--- config.mk ---
export PLATFORM = sky130hd
export DESIGN_NAME = usb_tx_pkt
export DESIGN_NICKNAME = d
export VERILOG_FILES = /design/src/rtl/usb_tx_pkt_pkg.sv /design/src/rtl/usb_tx_pkt_crc16.sv /design/src/rtl/usb_tx_pkt.sv
export SDC_FILE = /design/constraint.sdc
export NUM_CORES = 1
export LEC_CHECK = 0
export BUFFER_PORTS_ARGS = -buffer_cell sky130_fd_sc_hd__buf_2
export CAP_MARGIN = 15
export CORE_ASPECT_RATIO = 1.5
export CORE_MARGIN = 5
export CORE_UTILIZATION = 49
export CTS_BUF_LIST = sky130_fd_sc_hd__clkbuf_8
export CTS_CLUSTER_DIAMETER = 200
export DETAILED_ROUTE_END_ITERATION = 10
export GPL_TIMING_DRIVEN = 0
export HOLD_SLACK_MARGIN = 0.03
export PLACE_DENSITY = 0.69
export REMOVE_ABC_BUFFERS = 1
export SKIP_LAST_GASP = 1
export SYNTH_ARGS = -nofsm -noshare
export SYNTH_HDL_FRONTEND = slang
export SYNTH_SLANG_ARGS = --single-unit
--- constraint.sdc ---
create_clock -name clk -period 3.2 [get_ports clk]
set_clock_uncertainty 0.2 [all_clocks]
set_input_delay 0.32 -clock clk [delete_from_list [all_inputs] [get_ports clk]]
set_output_delay 0.32 -clock clk [all_outputs]
set_load 0.01 [all_outputs]
--- src/rtl/usb_tx_pkt_pkg.sv ---
// ---------------------------------------------------------------------------
// usb_tx_pkt_pkg
// Shared definitions for the USB packet transmit sequencer:
//   - FSM state encoding
//   - PID constants (4-bit PID field; the wire byte is {~pid, pid})
//   - CRC16 polynomial, init value and receiver residual
//   - small helpers for PID classification and PID byte construction
// ---------------------------------------------------------------------------
package usb_tx_pkt_pkg;

    typedef enum logic [2:0] {
        ST_IDLE,
        ST_SYNC,
        ST_PID,
        ST_DATA,
        ST_CRC_LO,
        ST_CRC_HI,
        ST_WAIT
    } tx_state_t;

    // SYNC pattern, sent LSB first: 0000_0001 on the wire
    localparam logic [7:0] SYNC_BYTE = 8'h80;

    // Token PIDs
    localparam logic [3:0] PID_OUT   = 4'h1;
    localparam logic [3:0] PID_IN    = 4'h9;
    localparam logic [3:0] PID_SOF   = 4'h5;
    localparam logic [3:0] PID_SETUP = 4'hD;
    // Data PIDs (low two bits 2'b11)
    localparam logic [3:0] PID_DATA0 = 4'h3;
    localparam logic [3:0] PID_DATA1 = 4'hB;
    localparam logic [3:0] PID_DATA2 = 4'h7;
    localparam logic [3:0] PID_MDATA = 4'hF;
    // Handshake PIDs
    localparam logic [3:0] PID_ACK   = 4'h2;
    localparam logic [3:0] PID_NAK   = 4'hA;
    localparam logic [3:0] PID_STALL = 4'hE;
    localparam logic [3:0] PID_NYET  = 4'h6;

    localparam logic [15:0] CRC16_POLY     = 16'h8005;
    localparam logic [15:0] CRC16_INIT     = 16'hFFFF;
    localparam logic [15:0] CRC16_RESIDUAL = 16'h800D;

    function automatic logic is_data_pid(input logic [3:0] pid);
        return (pid[1:0] == 2'b11);
    endfunction

    function automatic logic [7:0] pid_byte(input logic [3:0] pid);
        return {~pid, pid};
    endfunction

endpackage

--- src/rtl/usb_tx_pkt_crc16.sv ---
// ---------------------------------------------------------------------------
// usb_tx_crc16
// Serial CRC16 generator for the USB transmit path.
//   clk, rst      : clock, asynchronous active-high reset (crc -> init value)
//   init          : reload the register with the init value
//   en_upd, din   : fold one payload bit (din) into the CRC
//   en_shift      : shift the register left by one while the CRC is sent
//   crc_msb       : current crc[15]; the transmitted CRC bit is its inverse
// init has priority over en_upd, which has priority over en_shift.
// ---------------------------------------------------------------------------
module usb_tx_crc16
    import usb_tx_pkt_pkg::*;
(
    input  logic clk,
    input  logic rst,
    input  logic init,
    input  logic en_upd,
    input  logic en_shift,
    input  logic din,
    output logic crc_msb
);

    logic [15:0] crc_reg;

    always_ff @(posedge clk or posedge rst) begin
        if (rst) begin
            crc_reg <= CRC16_INIT;
        end else if (init) begin
            crc_reg <= CRC16_INIT;
        end else if (en_upd) begin
            crc_reg <= {crc_reg[14:0], 1'b0} ^ ((din ^ crc_reg[15]) ? CRC16_POLY : 16'h0000);
        end else if (en_shift) begin
            crc_reg <= {crc_reg[14:0], 1'b0};
        end
    end

    assign crc_msb = crc_reg[15];

endmodule

--- src/rtl/usb_tx_pkt.sv ---
// ---------------------------------------------------------------------------
// usb_tx_pkt
// Packet-level USB transmit sequencer above the bit-level driver.
// Serializes SYNC, PID, optional payload and CRC16 one bit per ll_ack, then
// holds busy for EOP_WAIT cycles so the EOP can leave the line.
//   EOP_WAIT     : cycles from the final ll_ack to pkt_done (>= 2)
//   clk, rst     : clock, asynchronous active-high reset
//   pkt_start    : request, accepted only in IDLE
//   pkt_pid      : 4-bit PID, sampled on accepted start
//   pkt_len      : payload byte count (data PIDs only), sampled with pkt_pid
//   pkt_data     : current payload byte
//   pkt_data_ack : pulse in the cycle pkt_data is loaded
//   pkt_busy     : accepted start through pkt_done
//   pkt_done     : pulse, packet fully on the wire
//   ll_start     : pulse, packet begins at the bit driver
//   ll_bit       : bit offered (unencoded, LSB first)
//   ll_last      : final bit of the packet is being offered
//   ll_ack       : pulse, offered bit consumed
// ---------------------------------------------------------------------------
module usb_tx_pkt
    import usb_tx_pkt_pkg::*;
#(
    parameter int EOP_WAIT = 16
) (
    input  logic       clk,
    input  logic       rst,
    input  logic       pkt_start,
    input  logic [3:0] pkt_pid,
    input  logic [9:0] pkt_len,
    input  logic [7:0] pkt_data,
    output logic       pkt_data_ack,
    output logic       pkt_busy,
    output logic       pkt_done,
    output logic       ll_start,
    output logic       ll_bit,
    output logic       ll_last,
    input  logic       ll_ack
);

    localparam int WAIT_W = $clog2(EOP_WAIT);
    localparam logic [WAIT_W-1:0] WAIT_LOAD = WAIT_W'(EOP_WAIT - 1);

    tx_state_t         state_reg, state_next;
    logic [7:0]        sr_reg;
    logic [2:0]        bit_cnt_reg;
    logic [9:0]        byte_cnt_reg;   // bytes still to be loaded after the current one
    logic [WAIT_W-1:0] wait_cnt_reg;
    logic [3:0]        pid_reg;
    logic              is_data_reg;
    logic              ll_start_reg;

    logic crc_init, crc_upd, crc_shift, crc_msb;
    logic bit_end;
    logic tx_active;

    assign bit_end   = ll_ack && (bit_cnt_reg == 3'd7);
    assign tx_active = (state_reg == ST_SYNC)   || (state_reg == ST_PID) ||
                       (state_reg == ST_DATA)   || (state_reg == ST_CRC_LO) ||
                       (state_reg == ST_CRC_HI);

    // -----------------------------------------------------------------------
    // State register
    // -----------------------------------------------------------------------
    always_ff @(posedge clk or posedge rst) begin
        if (rst) begin
            state_reg <= ST_IDLE;
        end else begin
            state_reg <= state_next;
        end
    end

    // -----------------------------------------------------------------------
    // Next state and combinational outputs
    // -----------------------------------------------------------------------
    always_comb begin
        state_next   = state_reg;
        pkt_data_ack = 1'b0;
        pkt_done     = 1'b0;
        ll_bit       = 1'b0;
        ll_last      = 1'b0;
        crc_init     = 1'b0;
        crc_upd      = 1'b0;
        crc_shift    = 1'b0;
        case (state_reg)
            ST_IDLE: begin
                if (pkt_start) begin
                    state_next = ST_SYNC;
                    crc_init   = 1'b1;
                end
            end
            ST_SYNC: begin
                ll_bit = sr_reg[0];
                if (bit_end) begin
                    state_next = ST_PID;
                end
            end
            ST_PID: begin
                ll_bit  = sr_reg[0];
                ll_last = !is_data_reg && (bit_cnt_reg == 3'd7);
                if (bit_end) begin
                    if (!is_data_reg) begin
                        state_next = ST_WAIT;
                    end else if (byte_cnt_reg == 10'd0) begin
                        state_next = ST_CRC_LO;
                    end else begin
                        // first payload byte goes into sr on the last PID bit
                        state_next   = ST_DATA;
                        pkt_data_ack = 1'b1;
                    end
                end
            end
            ST_DATA: begin
                ll_bit  = sr_reg[0];
                crc_upd = ll_ack;
                if (bit_end) begin
                    if (byte_cnt_reg == 10'd0) begin
                        state_next = ST_CRC_LO;
                    end else begin
                        pkt_data_ack = 1'b1;
                    end
                end
            end
            ST_CRC_LO: begin
                ll_bit    = ~crc_msb;
                crc_shift = ll_ack;
                if (bit_end) begin
                    state_next = ST_CRC_HI;
                end
            end
            ST_CRC_HI: begin
                ll_bit    = ~crc_msb;
                ll_last   = (bit_cnt_reg == 3'd7);
                crc_shift = ll_ack;
                if (bit_end) begin
                    state_next = ST_WAIT;
                end
            end
            ST_WAIT: begin
                if (wait_cnt_reg == '0) begin
                    pkt_done   = 1'b1;
                    state_next = ST_IDLE;
                end
            end
            default: begin
                state_next = ST_IDLE;
            end
        endcase
    end

    // -----------------------------------------------------------------------
    // Datapath: shift register, bit/byte counters, EOP wait counter
    // -----------------------------------------------------------------------
    always_ff @(posedge clk or posedge rst) begin
        if (rst) begin
            sr_reg       <= 8'h00;
            bit_cnt_reg  <= 3'd0;
            byte_cnt_reg <= 10'd0;
            wait_cnt_reg <= '0;
            pid_reg      <= 4'h0;
            is_data_reg  <= 1'b0;
            ll_start_reg <= 1'b0;
        end else begin
            ll_start_reg <= (state_reg == ST_IDLE) && pkt_start;
            if ((state_reg == ST_IDLE) && pkt_start) begin
                sr_reg       <= SYNC_BYTE;
                bit_cnt_reg  <= 3'd0;
                byte_cnt_reg <= pkt_len;
                pid_reg      <= pkt_pid;
                is_data_reg  <= is_data_pid(pkt_pid);
            end else if (tx_active && ll_ack) begin
                if (bit_cnt_reg != 3'd7) begin
                    sr_reg      <= sr_reg >> 1;
                    bit_cnt_reg <= bit_cnt_reg + 3'd1;
                end else begin
                    bit_cnt_reg <= 3'd0;
                    if (state_reg == ST_SYNC) begin
                        sr_reg <= pid_byte(pid_reg);
                    end else if (pkt_data_ack) begin
                        sr_reg       <= pkt_data;
                        byte_cnt_reg <= byte_cnt_reg - 10'd1;
                    end
                    if (state_next == ST_WAIT) begin
                        wait_cnt_reg <= WAIT_LOAD;
                    end
                end
            end else if ((state_reg == ST_WAIT) && (wait_cnt_reg != '0)) begin
                wait_cnt_reg <= wait_cnt_reg - 1'b1;
            end
        end
    end

    assign ll_start = ll_start_reg;
    assign pkt_busy = (state_reg != ST_IDLE);

    usb_tx_crc16 u_crc16 (
        .clk      (clk),
        .rst      (rst),
        .init     (crc_init),
        .en_upd   (crc_upd),
        .en_shift (crc_shift),
        .din      (sr_reg[0]),
        .crc_msb  (crc_msb)
    );

endmodule

Word-level counts from Yosys, hierarchy flattened
Cells that the tools add are included.

$add $sub $neg: 3. Equal/unequal tests: 14. Muxes and demuxes: 45. Bitwise gates (word level): 5. Reductions and logical operators: 25.

Operators with widths (number): two-way mux 16 bit (4); two-way mux 10 bit (5); two-way mux 8 bit (5); two-way mux 3 bit (13); case mux 3 bit (7 select lines) (1); two-way mux 4 bit (4); bitwise XOR 16 bit (1); equality test 3 bit (second input constant) (5); logical NOT 10 bit (1); two-way mux 1 bit (10); subtractor 10 x 1 -> 10 bit (second input constant) (1); AND reduction 4 bit (2); nonzero test 4 bit (2); equality test 3 x 2 -> 1 bit (second input constant) (2); case mux 1 bit (2 select lines) (3); nonzero test 2 bit (3); nonzero test 3 bit (2); logical AND 1 bit (5); logical NOT 4 bit (1); logical OR 1 bit (4); inequality test 2 x 1 -> 1 bit (second input constant) (2); inequality test 2 bit (second input constant) (2); inverter 4 bit (1); subtractor 4 x 1 -> 4 bit (second input constant) (1); 11 further kinds (12).

Register bits: 50. Input port bits: 26. Output and inout bits: 6. Word-level logic and storage cells: 101.

Longest topological paths before layout
Word-level depth: 10. Depth in mapped cells: 8. Depth with buffers taken out: 7.

Hierarchy
A second synthesis with hierarchy kept.

Cell total of the unflattened synthesis: 308. Area, all modules: 2846.5 um2.

Modules (own cells, without submodules): usb_tx_pkt (times used 1, cells each 229, area an instance 2004.4 um2, sequential area each 850.8 um2); usb_tx_crc16 (times used 1, cells each 79, area an instance 842.1 um2, sequential area each 420.4 um2).

Worst setup path after synthesis
Ideal clock, no wire load.

Path kind: register to register. From: register bit_cnt_reg[0]. To: register sr_reg[0]. Library setup time: 0.126 ns. Arrival time: 1.789 ns. Required time: 2.874 ns. Setup slack: 1.085 ns. Cell stages (with the launch flop): 9. Path buffers: 1. Clock period less this slack: 2.115 ns. Cells stage by stage: dfrtp_1 -> ha_1 -> ha_1 -> nand2_1 -> nor3_4 -> nand2_4 -> a31o_1 -> buf_6 -> mux2i_1.

Cells in the longest elaborated chain, start to end: 6. Elaborated cells between the ends (all ways): 11. Classes of those cells: 2 x eq/ne; 6 x mux; 3 x reduce/logical.

RTL lines: start, declared (line usb_tx_pkt.sv:45) `logic [2:0] bit_cnt_reg;`; start signal, assigned (line usb_tx_pkt.sv:173) `bit_cnt_reg <= bit_cnt_reg + 3'd1;`; equality test 3 bit (line usb_tx_pkt.sv:56) `assign bit_end = ll_ack && (bit_cnt_reg == 3'd7);`; logical AND 1 bit (line usb_tx_pkt.sv:56); two-way mux 1 bit (on tied branches) (line usb_tx_pkt.sv:115, usb_tx_pkt.sv:100); case mux 1 bit (2 select lines) (line usb_tx_pkt.sv:84) `case (state_reg)`; nonzero test 4 bit (no source line); AND reduction 2 bit (no source line); end signal, assigned (line usb_tx_pkt.sv:172) `sr_reg <= sr_reg >> 1;`; end signal, assigned (line usb_tx_pkt.sv:177) `sr_reg <= pid_byte(pid_reg);`; end signal, assigned (line usb_tx_pkt.sv:179) `sr_reg <= pkt_data;`; end, declared (line usb_tx_pkt.sv:44) `logic [7:0] sr_reg;`.

Parallel ways exist; a longest one is shown, timed or not. The select of a mux whose other input is x is not followed. A chain may end at the register's enable or synchronous reset.

Worst setup path after layout
From: register bit_cnt_reg[0]. To: output port pkt_data_ack.

Cells in the longest elaborated chain, start to end: 4. Elaborated cells between the ends (all ways): 5. Classes of those cells: 1 x eq/ne; 3 x mux; 1 x reduce/logical.

RTL lines: equality test 3 bit (*) (line usb_tx_pkt.sv:56); logical AND 1 bit (*) (line usb_tx_pkt.sv:56); two-way mux 1 bit (on tied branches) (line usb_tx_pkt.sv:115, usb_tx_pkt.sv:100); case mux 1 bit (2 select lines) (*) (line usb_tx_pkt.sv:84); end, declared (line usb_tx_pkt.sv:31) `output logic pkt_data_ack,`.

Mark *: on every way between the ends. The rest lies on a longest branch, timed or not.

==> flow_summary.yaml <==
timing:
  period_needed_ns: 2.857
  max_freq_mhz: 350.0
  rsz0062_at_grt: "false"
  fin_hold_ws_ns: 0.03703
  worst_slew_pin_slew_ns: 0.7444
  drv_slew: 0
  finalHoldViolCount: 0
  slew_headroom: 0.4985
  period_share: 0.8929
  fin_tns_setup_ns: 0
  setup_viol: 0
cells_and_area:
  multi_input_area_mm2: 0.001289
  drive_gt1_frac: 0.2000
  fin_nets: 369
  final_common_cell: "nand2_1"
  largest_reg_flops: 16
  mostFrequentLayoutCells: "nand2_1 (47), nor2_1 (38), dfrtp_1 (34)"
  syn_to_final_growth_pct: 17.07
  regArea_mm2: 0.001271
  fin_cells: 410
  fin_area_mm2: 0.003124
  diodes: 0
  n_fill_cell: 492
  final_core_util: 0.5821
routing:
  route.vias.total: 2198
  routedWlPerCell_um: 13.31
  drt_first_pass_iters: 4
  vias_per_cell: 5.361
  drt_wl_total_um: 5459
  drc: 0
  drt_iter0_markers: 57
  ant_nets: 0
power:
  p_sw_w: 0.0008714
  comb_power_share: 0.330
  p_leak_nw: 1.367
  p_int_w: 0.001500
  worst_ir_drop_vdd_mv: 0.4552
  p_per_area_mw_per_mm2: 759.1
  pwr-share-seq: 0.500
  switching_share: 0.3674
  pwr-share-clk: 0.170
worst_hold_path:
  whs_path_depth: 2
  hold_start: "pkt_len[1]"
  whs_endpoint: "byte_cnt_reg[1]"
  hold_path_class: "in -> reg"
die:
  io_pins: 32
  rows: 33
  die_y_um: 100.4
  start_util: 0.4972
  die_w_um: 70.26
  core_area_mm2: 0.005368
  die_area_mm2: 0.007053
worst_setup_path:
  startpoint_type: "register"
  reg2reg_depth: 7
  r2r_slack_ns: 0.45
  arrival_ns: 2.34
  worst_setup_path_end_kind: "output port"
  r2r-end: "sr_reg[5]"
  worstPathRequired_ns: 2.68
  r2r-start: "bit_cnt_reg[0]"
  crit_chain: "ha_1 -> ha_2 -> nand2_1 -> nor3_4 -> nand2_4 -> inv_1 -> buf_2"
  critical_path.slowest_cell: "nor3_4"
  worstSetupPathType: "reg -> out"
  cp_max_fo: 22
  timing.critical_path.slowest_cell_delay_ns: 0.46
cts:
  clk_path_buf_depth: 2
  cts_sinks: 50
  cts_tree: "done"
  htreeDepth: 2
  clkTransAtPathRegs_ns: 0.11
  clock_insertion_delay_worst_skew_ns: 0.31
  clockRootBuffer: "clkbuf_8"
  cts_buffers: 5
global_routing:
  grt_max_degree: 42
  grt-ovfl-total: 0
  grt_pass1_vias: 2105
  grt_pass1_wl_um: 9639
  groute.usage.overall: 0.1671
  antenna_found_initial: 0
yosys:
  synth-warning-count: 0
  synth-seq-area-share: 0.4763
  async_flop_share: 1.000
  synthDistinctLibCells: 46
  synth_flop_cell: "dfrtp_1"
  synth_edf_count: 0
  syn_avg_cell_area_um2: 8.866
  ys_ff_latch: 50
  synthesis.area_mm2: 0.002669
  synth_cells: 301
flow_run:
  maxCapViolCount: 0
place:
  port_buffers: 31
  dp_hpwl_um: 3836
  place.gp.congestion: 0.7645
  dp_cells: 388
  placed_area_mm2: 0.002867
run_status:
  status: "complete, no violations"
through the flow:
step / setup slack, ns / total power, W
after floorplan: 0.6683 / 0.001761
after global placement: -0.09007 / 0.001933
after detailed placement: 0.1796 / 0.001974
after CTS: 0.03340 / 0.002393
after global routing: 0.1470 / 0.002572
final: 0.3428 / 0.002371
critical path, delay by kind of cell, from the launching register on:
| kind | cells | cell delay, ns |
|---|---|---|
| DFF | 1 | 0.39 |
| adders and majority gates | 2 | 0.57 |
| buffers and inverters | 2 | 0.18 |
| and+or+nand+nor | 3 | 0.88 |
synth_stat cells, types with 7 or more instances:
cell type	n	area share
inv_1	11	0.015
nand3_1	19	0.036
dfrtp_1	34	0.32
nor2_1	38	0.053
dfstp_2	16	0.16
o21ai_1	8	0.015
nor3_1	18	0.034
o21ai_0	15	0.028
mux2i_1	9	0.034
nand2_1	47	0.066
clkbuf_1	13	0.018
a31oi_1	7	0.016
xor2_1	10	0.033
per-layer routing:
layer | vias to the layer above | track usage | part of all wire
li1 | 1109 | - | -
met4 | 0 | 0.05457 | 0.016
met2 | 40 | 0.2915 | 0.51
met3 | 7 | 0.03908 | 0.037
met1 | 1042 | 0.2017 | 0.43
met5 | - | 0 | 0
worst max path at each step:
stage	cells past startpoint	start	endpoint	slack (ns)
final	7	bit_cnt_reg[0]	pkt_data_ack	0.34
after global routing	7	bit_cnt_reg[0]	pkt_data_ack	0.15
after CTS	7	bit_cnt_reg[0]	pkt_data_ack	0.03
after detailed placement	7	bit_cnt_reg[0]	sr_reg[2]	0.18
after global placement	4	state_reg[0]	u_crc16.crc_reg[0]	-0.09
after floorplan	7	bit_cnt_reg[0]	sr_reg[0]	0.67
timing repair:
item	4_1_cts	5_1_grt
endpoints found under the setup margin	0	9
resized for setup	0	1
endpoints found under the hold margin	23	0
hold buffers	13	0
buffers inserted	0	0
cells by family (layout without fill, tap and decap cells):
family / count (synthesis) / after routing / synth area share
DFF: 50 / 50 / 0.4763
and+or+nand+nor: 151 / 151 / 0.2752
adders and majority gates: 4 / 4 / 0.01875
AOI/OAI and AO/OA: 47 / 47 / 0.1106
xor gates and xnor gates: 12 / 12 / 0.03938
buffers and inverters: 27 / 66 / 0.04173
muxes: 10 / 10 / 0.03798
area by class of cell:
class / instances / area share
Tap cell: 70 / 0.02803
Clock inverter: 2 / 0.004806
Multi-Input combinational cell: 224 / 0.4125
Inverter: 11 / 0.01322
Clock buffer: 6 / 0.02643
Sequential cell: 50 / 0.4069
Timing Repair Buffer: 47 / 0.1081
power by group through the flow:
stage / Combinational, W / Clock (W) / Sequential [W]
floorplan: 0.000624 / 0 / 0.00114
global placement: 0.000741 / 0 / 0.00119
detailed placement: 0.000776 / 0 / 0.00120
CTS: 0.000792 / 0.000414 / 0.00119
global route: 0.000897 / 0.000442 / 0.00123
finish: 0.000783 / 0.000402 / 0.00119
Power figures use the tool's default switching activity.
